`src/rtl/lpddr_reg_pkg.sv`:
```
// Shared definitions for the LPDDR controller APB configuration register bank.
// Holds default geometry, the register access modes and the byte-strobe mask helper.
package lpddr_reg_pkg;

   localparam int unsigned DEF_ADDR_WIDTH = 12;
   localparam int unsigned DEF_DATA_WIDTH = 32;
   localparam int unsigned DEF_NUM_REGS   = 16;

   // Widest data bus the strobe helper supports; callers size-cast the result down.
   localparam int unsigned MAX_DATA_WIDTH = 128;
   localparam int unsigned MAX_STRB_WIDTH = MAX_DATA_WIDTH / 8;

   typedef enum logic [1:0] {
      RW,
      RO,
      W1C
   } reg_mode_e;

   function automatic logic [MAX_DATA_WIDTH-1:0] strb_to_mask(
      input logic [MAX_STRB_WIDTH-1:0] strb
   );
      logic [MAX_DATA_WIDTH-1:0] mask;
      mask = '0;
      for (int b = 0; b < MAX_STRB_WIDTH; b++) begin
         mask[b*8 +: 8] = {8{strb[b]}};
      end
      return mask;
   endfunction

endpackage

```
`src/rtl/apb_wait_ctrl.sv`:
```
// APB access-phase wait-state counter and pready generation.
// The access phase lasts exactly WAIT_STATES+1 cycles; the counter clears on completion.
module apb_wait_ctrl #(
   parameter int unsigned WAIT_STATES = 0
) (
   input  logic pclk,
   input  logic presetn,
   input  logic psel,
   input  logic penable,
   output logic pready
);

   localparam logic [3:0] WaitCnt = 4'(WAIT_STATES);

   logic [3:0] cnt_q, cnt_d;

   assign pready = psel & penable & (cnt_q == WaitCnt);

   always_comb begin
      cnt_d = cnt_q;
      if (!psel || pready) begin
         cnt_d = '0;
      end else if (penable) begin
         cnt_d = cnt_q + 4'd1;
      end
   end

   always_ff @(posedge pclk) begin
      if (!presetn) begin
         cnt_q <= '0;
      end else begin
         cnt_q <= cnt_d;
      end
   end

endmodule

```
`src/rtl/lpddr_apb_regfile.sv`:
```
// Parametrised APB4 configuration register bank with byte strobes, wait states,
// decode/access errors on pslverr, and per-register RW / RO / W1C behaviour.
module lpddr_apb_regfile
   import lpddr_reg_pkg::*;
#(
   parameter int unsigned                    ADDR_WIDTH  = DEF_ADDR_WIDTH,
   parameter int unsigned                    DATA_WIDTH  = DEF_DATA_WIDTH,
   parameter int unsigned                    NUM_REGS    = DEF_NUM_REGS,
   parameter int unsigned                    WAIT_STATES = 0,
   parameter logic [NUM_REGS-1:0]            RO_MASK     = '0,
   parameter logic [NUM_REGS-1:0]            W1C_MASK    = '0,
   parameter logic [NUM_REGS*DATA_WIDTH-1:0] RESET_VAL   = '0
) (
   input  logic                           pclk,
   input  logic                           presetn,
   input  logic [ADDR_WIDTH-1:0]          paddr,
   input  logic [DATA_WIDTH-1:0]          pwdata,
   input  logic [DATA_WIDTH/8-1:0]        pstrb,
   input  logic                           pwrite,
   input  logic                           psel,
   input  logic                           penable,
   output logic                           pready,
   output logic [DATA_WIDTH-1:0]          prdata,
   output logic                           pslverr,
   input  logic [NUM_REGS*DATA_WIDTH-1:0] hw_rdata,
   input  logic [NUM_REGS*DATA_WIDTH-1:0] hw_set,
   output logic [NUM_REGS*DATA_WIDTH-1:0] reg_q,
   output logic [NUM_REGS-1:0]            wr_pulse
);

   localparam int unsigned IdxW = ADDR_WIDTH - 2;

   logic [IdxW-1:0]                     idx;
   logic [NUM_REGS-1:0]                 sel;
   logic                                err;
   logic                                wr_ok;
   logic                                rd_ok;
   logic [DATA_WIDTH-1:0]               wmask;
   logic [MAX_STRB_WIDTH-1:0]           strb_ext;
   logic [NUM_REGS:0][DATA_WIDTH-1:0]   rd_acc;
   logic [NUM_REGS-1:0]                 wr_pulse_d;

   apb_wait_ctrl #(
      .WAIT_STATES(WAIT_STATES)
   ) u_wait (
      .pclk   (pclk),
      .presetn(presetn),
      .psel   (psel),
      .penable(penable),
      .pready (pready)
   );

   assign idx      = paddr[ADDR_WIDTH-1:2];
   assign strb_ext = MAX_STRB_WIDTH'(pstrb);
   assign wmask    = DATA_WIDTH'(strb_to_mask(strb_ext));

   // An index past NUM_REGS selects nothing, which doubles as the range check.
   assign err     = (paddr[1:0] != 2'b00) | ~(|sel) | (pwrite & |(sel & RO_MASK));
   assign pslverr = pready & err;
   assign wr_ok   = pready & pwrite & ~err;
   assign rd_ok   = pready & ~pwrite & ~err;

   assign rd_acc[0] = '0;
   assign prdata    = rd_ok ? rd_acc[NUM_REGS] : '0;

   for (genvar g = 0; g < NUM_REGS; g++) begin : g_reg
      localparam reg_mode_e Mode = RO_MASK[g] ? RO : (W1C_MASK[g] ? W1C : RW);
      localparam logic [DATA_WIDTH-1:0] RstVal =
         (Mode == RO) ? '0 : RESET_VAL[g*DATA_WIDTH +: DATA_WIDTH];

      logic [DATA_WIDTH-1:0] val_q, val_d, rd_val;

      assign sel[g] = (idx == IdxW'(g));

      always_comb begin
         val_d = val_q;
         if (Mode == RW) begin
            if (wr_ok && sel[g]) begin
               val_d = (val_q & ~wmask) | (pwdata & wmask);
            end
         end else if (Mode == W1C) begin
            if (wr_ok && sel[g]) begin
               val_d = val_q & ~(pwdata & wmask);
            end
            // Applied after the clear so a simultaneous hardware set wins.
            val_d = val_d | hw_set[g*DATA_WIDTH +: DATA_WIDTH];
         end else begin
            val_d = '0;
         end
      end

      always_ff @(posedge pclk) begin
         if (!presetn) begin
            val_q <= RstVal;
         end else begin
            val_q <= val_d;
         end
      end

      assign rd_val      = (Mode == RO) ? hw_rdata[g*DATA_WIDTH +: DATA_WIDTH] : val_q;
      assign rd_acc[g+1] = rd_acc[g] | (sel[g] ? rd_val : '0);
      assign reg_q[g*DATA_WIDTH +: DATA_WIDTH] = val_q;
   end

   assign wr_pulse_d = wr_ok ? sel : '0;

   always_ff @(posedge pclk) begin
      if (!presetn) begin
         wr_pulse <= '0;
      end else begin
         wr_pulse <= wr_pulse_d;
      end
   end

endmodule

```
`config.mk`:
```
export PLATFORM = sky130hd
export DESIGN_NAME = lpddr_apb_regfile
export DESIGN_NICKNAME = d
export VERILOG_FILES = /design/src/rtl/lpddr_reg_pkg.sv /design/src/rtl/apb_wait_ctrl.sv /design/src/rtl/lpddr_apb_regfile.sv
export SDC_FILE = /design/constraint.sdc
export NUM_CORES = 1
export LEC_CHECK = 0
export CAP_MARGIN = 0
export CORE_AREA = 2 2 647 649
export DETAILED_ROUTE_END_ITERATION = 12
export DIE_AREA = 0 0 649 651
export GPL_ROUTABILITY_DRIVEN = 0
export HOLD_SLACK_MARGIN = 0.02
export MAX_ROUTING_LAYER = met4
export PLACE_DENSITY_LB_ADDON = 0.1
export SLEW_MARGIN = 10
export SYNTH_ARGS = -nofsm -noshare
export SYNTH_HDL_FRONTEND = slang
export SYNTH_SLANG_ARGS = --single-unit
```
`constraint.sdc`:
```
create_clock -name pclk -period 4.9 [get_ports pclk]
set_input_delay 0.49 -clock pclk [delete_from_list [all_inputs] [get_ports pclk]]
set_output_delay 0.49 -clock pclk [all_outputs]
set_load 0.005 [all_outputs]
```
==> results_dict.tcl, run 1 <==
set metrics [dict create \
    post-cts-setup-buffer-count 0 \
    clk_latency_ns 0.84 \
    post-route-drc-count 0 \
    grt_pass1_wl_um 305000 \
    hold_buffers 0 \
    grt_overflow 0 \
    cp-start-kind "input port" \
    critPathRequiredTime_ns 4.41 \
    ant_nets 0 \
    coreArea_sq_um 415000 \
    gr-max-usage-layer "met2" \
    rows 237 \
    grt_pass1_vias 22700 \
    max_cap_viol_count 0 \
    p_clk_share_pct 56.8 \
    cts-root-buf "clkbuf_16" \
    whs_endpoint "u_wait.cnt_q[0]" \
    combinationalPowerShare_pct 5.7 \
    clock_sinks 532 \
    fin_setup_tns_ns 0 \
    yosysWarnings 0 \
    sw_frac_of_total_pct 27.6 \
    area_growth_pct 71.0 \
    multi_input_area_sq_um 12500 \
    reg2regPathDepth 8 \
    fmax_mhz 222 \
    finalCritPeriodShare_pct 91.9 \
    r2r_start "u_wait.cnt_q[0]" \
    syn-num-nets 3443 \
    tightest_slew_ns 1.23 \
    ctsResizeCount 0 \
    layout-drive-gt1-share_pct 14.8 \
    peakVddDrop_mv 0.224 \
    portBuffers 614 \
    hold_class "input port to register" \
    place_area_sq_um 37700 \
    max_stage_delay_ns 0.71 \
    initial_utilization_pct 5.71 \
    timing_hold_violations_final 0 \
    seqPwrFrac_pct 37.4 \
    io_pins 1639 \
    endpoint_kind "output pin" \
    ys.flop_type "dfxtp_1" \
    seq_area_frac_synth_pct 44.9 \
    crit_fanout 8 \
    die_y_um 651 \
    total_leakage_power_uw 0.0162 \
    total_power_uw 11600 \
    synth.area.mux_share_pct 28.6 \
    status "finished, final reports clean" \
    finalSetupViolCount 0 \
    hp-start "psel" \
    syn_inst 2364 \
    regArea_sq_um 10700 \
    synth_compound_area_share_pct 7.01 \
    totalWireLength_um 247000 \
    synth_simple_gate_area_share_pct 16.1 \
    die_area_sq_um 422000 \
    htree_levels 3 \
    fin_skew_ns 0.0616 \
    first_pass_iters 7 \
    ys_types 67 \
    cts_tree "built" \
    gr-usage-met3_pct 4.31 \
    fillers 47800 \
    netlist_area_sq_um 23700 \
    synthAdderAreaFrac_pct 0.105 \
    synthXorXnorAreaFrac_pct 0.111 \
    nets 4133 \
    antenna_found_initial 42 \
    power.switching_uw 3200 \
    gr-usage-met1_pct 14.0 \
    drtIter0Drc 1141 \
    drv_slew 0 \
    power.internal_uw 8370 \
    synth_top_family_by_area "multiplexers" \
    cellPowerDensity_nw_per_um2 285 \
    fin_area_sq_um 40600 \
    synth_edf_count 0 \
    track_usage_pct 11.7 \
    via_per_inst 2.57 \
    vias 22200 \
    slew_headroom_pct 17.5 \
    avgSynthCellArea_sq_um 10.0 \
    period_needed_ns 4.50 \
    clockBufferDepth 4 \
    ys_ff_latch 532 \
    crit_path_frequent_cell "clkdlybuf4s50_1" \
    cts_buffers 89 \
    min_delay_path_depth 3 \
    grt_max_degree 125 \
    cp_slowest_cell "or3_1" \
    clkSlewWorstSetupHoldPaths_ns 0.05 \
    crit_arrival_ns 4.01 \
    wl_per_cell_um 28.6 \
    post-dp-hpwl_um 197000 \
    async_flop_share_pct 0 \
    met2_usage_pct 18.8 \
    rrSetupSlack_ns 1.59 \
    rsz0062_at_grt "false" \
    die_x_um 649 \
    path_cells "clkdlybuf4s50_1, or4_4, or3_1, nor2_4, buf_12, a22oi_1, a31oi_1, clkdlybuf4s50_1" \
    criticalPathCategory "input port to output pin" \
]
==> power by group through the flow <==
stage                     Sequential [uW]  Combinational [uW]  Clock, uW
final                                4330                 665       6570
after global routing                 4320                 703       7030
after CTS                            4330                 703       6930
after detailed placement             4420                 702          0
after global placement               4420                 706          0
after floorplan                      4420                 238          0
==> synth_stat cells, types with 14 or more instances <==
cell	instances	area, sq um
a22oi_1	54	405
clkbuf_1	127	477
a31oi_1	20	125
a21oi_1	26	130
nor3_1	14	70.1
o22ai_1	27	169
mux2_2	14	158
nand2_1	37	139
buf_1	18	67.6
mux2i_1	612	6130
dfxtp_1	532	10700
nor2_1	553	2080
mux4_2	22	495
buf_2	22	110
nand3_2	44	440
o21ai_0	22	110
==> critical path, delay by kind of cell <==
family	cells	cell delay (ns)
and+or+nand+nor	3	1.66
AOI/OAI and AO/OA	2	0.51
buffers and inverters	3	1.30
==> stage by stage <==
step	instances	setup WS (ns)	utilization [%]	hold slack, ns
2_1_floorplan	2364	2.07	-	0.493
3_3_place_gp	8460	0.319	9.07	0.506
3_5_place_dp	8460	0.281	9.07	0.511
4_1_cts	8613	0.280	9.75	0.426
5_1_grt	8623	0.340	9.76	0.501
6_report	8637	0.397	9.77	0.489
==> cell families (layout without fill, tap and decap cells) <==
family / count (synthesis) / in the layout
AO/OA/AOI/OAI: 232 / 232
XOR/XNOR: 3 / 3
adder cells (fa/ha/maj): 2 / 2
buffers and inverters: 185 / 937
flip-flops: 532 / 532
multiplexers: 648 / 648
other: 0 / 24
AND/OR/NAND/NOR: 762 / 762
==> layout make-up <==
cell class,count,share of cell area [%]
Clock inverter,17,0.512
Multi-Input combinational cell,1647,30.9
Timing Repair Buffer,775,18.7
Antenna cell,24,0.148
Sequential cell,532,26.2
Inverter,9,0.102
Clock buffer,136,6.52
Tap cell,5497,16.9
==> cell usage in the layout, fill, tap and decap left out, types with 23 or more instances in the layout <==
| master | n |
|---|---|
| a21oi_1 | 26 |
| clkbuf_8 | 23 |
| clkbuf_1 | 24 |
| a22oi_1 | 54 |
| dfxtp_1 | 532 |
| o22ai_1 | 27 |
| clkdlybuf4s50_1 | 602 |
| buf_4 | 151 |
| diode_2 | 24 |
| nand2_1 | 35 |
| nand3_2 | 44 |
| mux2i_1 | 612 |
| nor2_1 | 545 |
| clkbuf_16 | 90 |
==> how the worst max path moves through the flow <==
| stage | startpoint | to | slack (ns) | cells after the start |
|---|---|---|---|---|
| 3_3_place_gp | paddr[7] | prdata[31] | 0.32 | 8 |
| 2_1_floorplan | paddr[7] | prdata[18] | 2.07 | 6 |
| 3_5_place_dp | paddr[7] | prdata[11] | 0.28 | 8 |
| 6_report | paddr[7] | prdata[11] | 0.40 | 8 |
| 4_1_cts | paddr[7] | prdata[11] | 0.28 | 8 |
| 5_1_grt | paddr[7] | prdata[11] | 0.34 | 8 |
==> metal layers <==
metal  vias up  share of wire [%]
li1       9897                  -
met2       736                 47
met5         -                  0
met4         0                1.7
met1     11400                 43
met3       153                8.7
No activity file was read; power rests on OpenSTA's default activity.
==> run 2, diff against run 1 <==
--- a/config.mk
+++ b/config.mk
@@ -6,9 +6,10 @@
 export NUM_CORES = 1
 export LEC_CHECK = 0
 export CAP_MARGIN = 0
-export CORE_AREA = 2 2 647 649
+export CORE_AREA = 2 2 639 641
+export CTS_BUF_LIST = sky130_fd_sc_hd__clkbuf_16
 export DETAILED_ROUTE_END_ITERATION = 12
-export DIE_AREA = 0 0 649 651
+export DIE_AREA = 0 0 641 643
 export GPL_ROUTABILITY_DRIVEN = 0
 export HOLD_SLACK_MARGIN = 0.02
 export MAX_ROUTING_LAYER = met4
==> run 2 against run 1 <==
Compared with the run above: cell area fell by 0.69%; power fell by 5.2%; worst setup slack improved by 0.020 ns; cell count fell by 0.80%; critical path type unchanged; non-clock buffer count rose by 10; sequential share of layout area rose by 0.18 points; via count barely moved; critical path depth rose by 2; largest cell class unchanged; first-iteration DRC count rose by 3.8%.
==> results_dict.tcl, run 2 (same netlist as run 1, synthesis figures left out) <==
set metrics [dict create \
    finalCritPeriodShare_pct 91.5 \
    cts-root-buf "clkbuf_16" \
    initial_utilization_pct 5.86 \
    grt_pass1_vias 22600 \
    fillers 46800 \
    fin_setup_tns_ns 0 \
    clockBufferDepth 3 \
    fin_area_sq_um 40300 \
    cts_tree "built" \
    min_delay_path_depth 2 \
    crit_arrival_ns 3.99 \
    crit_path_frequent_cell "buf_4" \
    drv_slew 0 \
    htree_levels 3 \
    wl_per_cell_um 28.7 \
    timing_hold_violations_final 0 \
    grt_pass1_wl_um 303000 \
    peakVddDrop_mv 0.265 \
    vias 22200 \
    clock_sinks 532 \
    first_pass_iters 5 \
    io_pins 1639 \
    post-route-drc-count 0 \
    ant_nets 0 \
    final_common_cell "mux2i_1" \
    portBuffers 614 \
    cp_top_family "buffers and inverters" \
    totalWireLength_um 246000 \
    finalSetupViolCount 0 \
    clk_latency_ns 0.72 \
    grt_overflow 0 \
    tightest_slew_ns 1.21 \
    path_cells "clkdlybuf4s50_1, or2_1, buf_4, or2_2, buf_4, nor3_2, buf_4, a221oi_1, a31oi_1, clkdlybuf4s50_1" \
    cellPowerDensity_nw_per_um2 272 \
    die_area_sq_um 412000 \
    critPathRequiredTime_ns 4.41 \
    crit_buf_inv 5 \
    r2r_start "u_wait.cnt_q[0]" \
    final_cell_mix "mux2i_1 (612), clkdlybuf4s50_1 (602), nor2_1 (545)" \
    track_usage_pct 12.0 \
    fmax_mhz 223 \
    hold_class "register to register" \
    ctsResizeCount 0 \
    reg2regPathDepth 9 \
    coreArea_sq_um 405000 \
    cts_buffers 84 \
    status "finished, final reports clean" \
    total_leakage_power_uw 0.0162 \
    nets 4138 \
    worst-path-stages 10 \
    fin_skew_ns 0.0417 \
    clkSlewWorstSetupHoldPaths_ns 0.06 \
    grt_max_degree 96 \
    area_growth_pct 69.8 \
    period_needed_ns 4.48 \
    post-dp-hpwl_um 198000 \
    cp-start-kind "input port" \
    antenna_found_initial 36 \
    post-cts-setup-buffer-count 0 \
    endpoint_kind "output pin" \
    rows 234 \
    rsz0062_at_grt "false" \
    die_x_um 641 \
    via_per_inst 2.59 \
    rrSetupSlack_ns 1.74 \
    criticalPathCategory "input port to output pin" \
    crit_fanout 15 \
    total_power_uw 11000 \
    max_cap_viol_count 0 \
    slew_headroom_pct 19.1 \
    cp_slowest_cell "clkdlybuf4s50_1" \
    max_stage_delay_ns 0.67 \
    layout-drive-gt1-share_pct 14.4 \
    hold_buffers 0 \
    place_area_sq_um 37700 \
    drtIter0Drc 1184 \
    die_y_um 643 \
]
==> run 2: cell count changes in the layout (fill, tap and decap cells not counted), sizes merged <==
| cell | change |
|---|---|
| clkinv | +35 |
| inv | +17 |
| clkbuf | -52 |
| diode | -10 |
| buf | +11 |
| bufinv | -2 |
| clkinvlp | +1 |
==> run 2: area by class of cell <==
class	instances	area (sq um)	share of cell area, %
diodes	14	35.0	0.0869
flip-flops and latches	532	10700	26.4
inverters	9	41.3	0.102
clock inverters	68	473	1.17
well taps	5428	6790	16.8
repair buffers	785	7660	19.0
multi-input cells	1647	12500	31.1
clock buffers	85	2130	5.28
==> run 2: worst max-delay path by stage <==
stage | startpoint | to | slack [ns]
floorplan | paddr[7] | prdata[18] | 2.07
global placement | paddr[7] | prdata[13] | 0.41
detailed placement | paddr[7] | prdata[19] | 0.42
CTS | paddr[7] | prdata[19] | 0.41
global route | paddr[7] | prdata[19] | 0.34
finish | paddr[10] | prdata[28] | 0.42
==> run 2: power breakdown <==
part | total, uW | switching (uW) | internal [uW]
registers | 4330 | 0.545 | 4330
clock network | 5970 | 2700 | 3270
logic | 665 | 519 | 147
total | 11000 | 3220 | 7740
==> run 2: metal layers <==
metal | up-vias | global-route usage [%] | share of wire, % | wire length, um
met2 | 727 | 19.2 | 47 | 115000
met3 | 181 | 5.59 | 10 | 25400
met1 | 11400 | 13.4 | 41 | 99900
li1 | 9911 | - | - | -
met4 | 0 | 2.51 | 2.2 | 5410
met5 | - | - | 0 | 0
==> run 2: worst min-delay path, stage by stage (launching register included) <==
cell,delay (ns)
dfxtp_1,0.34
mux2i_1,0.07
nor2_1,0.07
==> run 2: through the flow <==
stage | hold WS (ns) | utilization [%] | worst slack (ns) | std cells
after floorplan | 0.493 | - | 2.07 | 2364
after global placement | 0.504 | 9.30 | 0.414 | 8401
after detailed placement | 0.513 | 9.30 | 0.416 | 8401
after CTS | 0.496 | 9.94 | 0.412 | 8554
after global routing | 0.540 | 9.94 | 0.344 | 8563
final | 0.523 | 9.95 | 0.417 | 8568
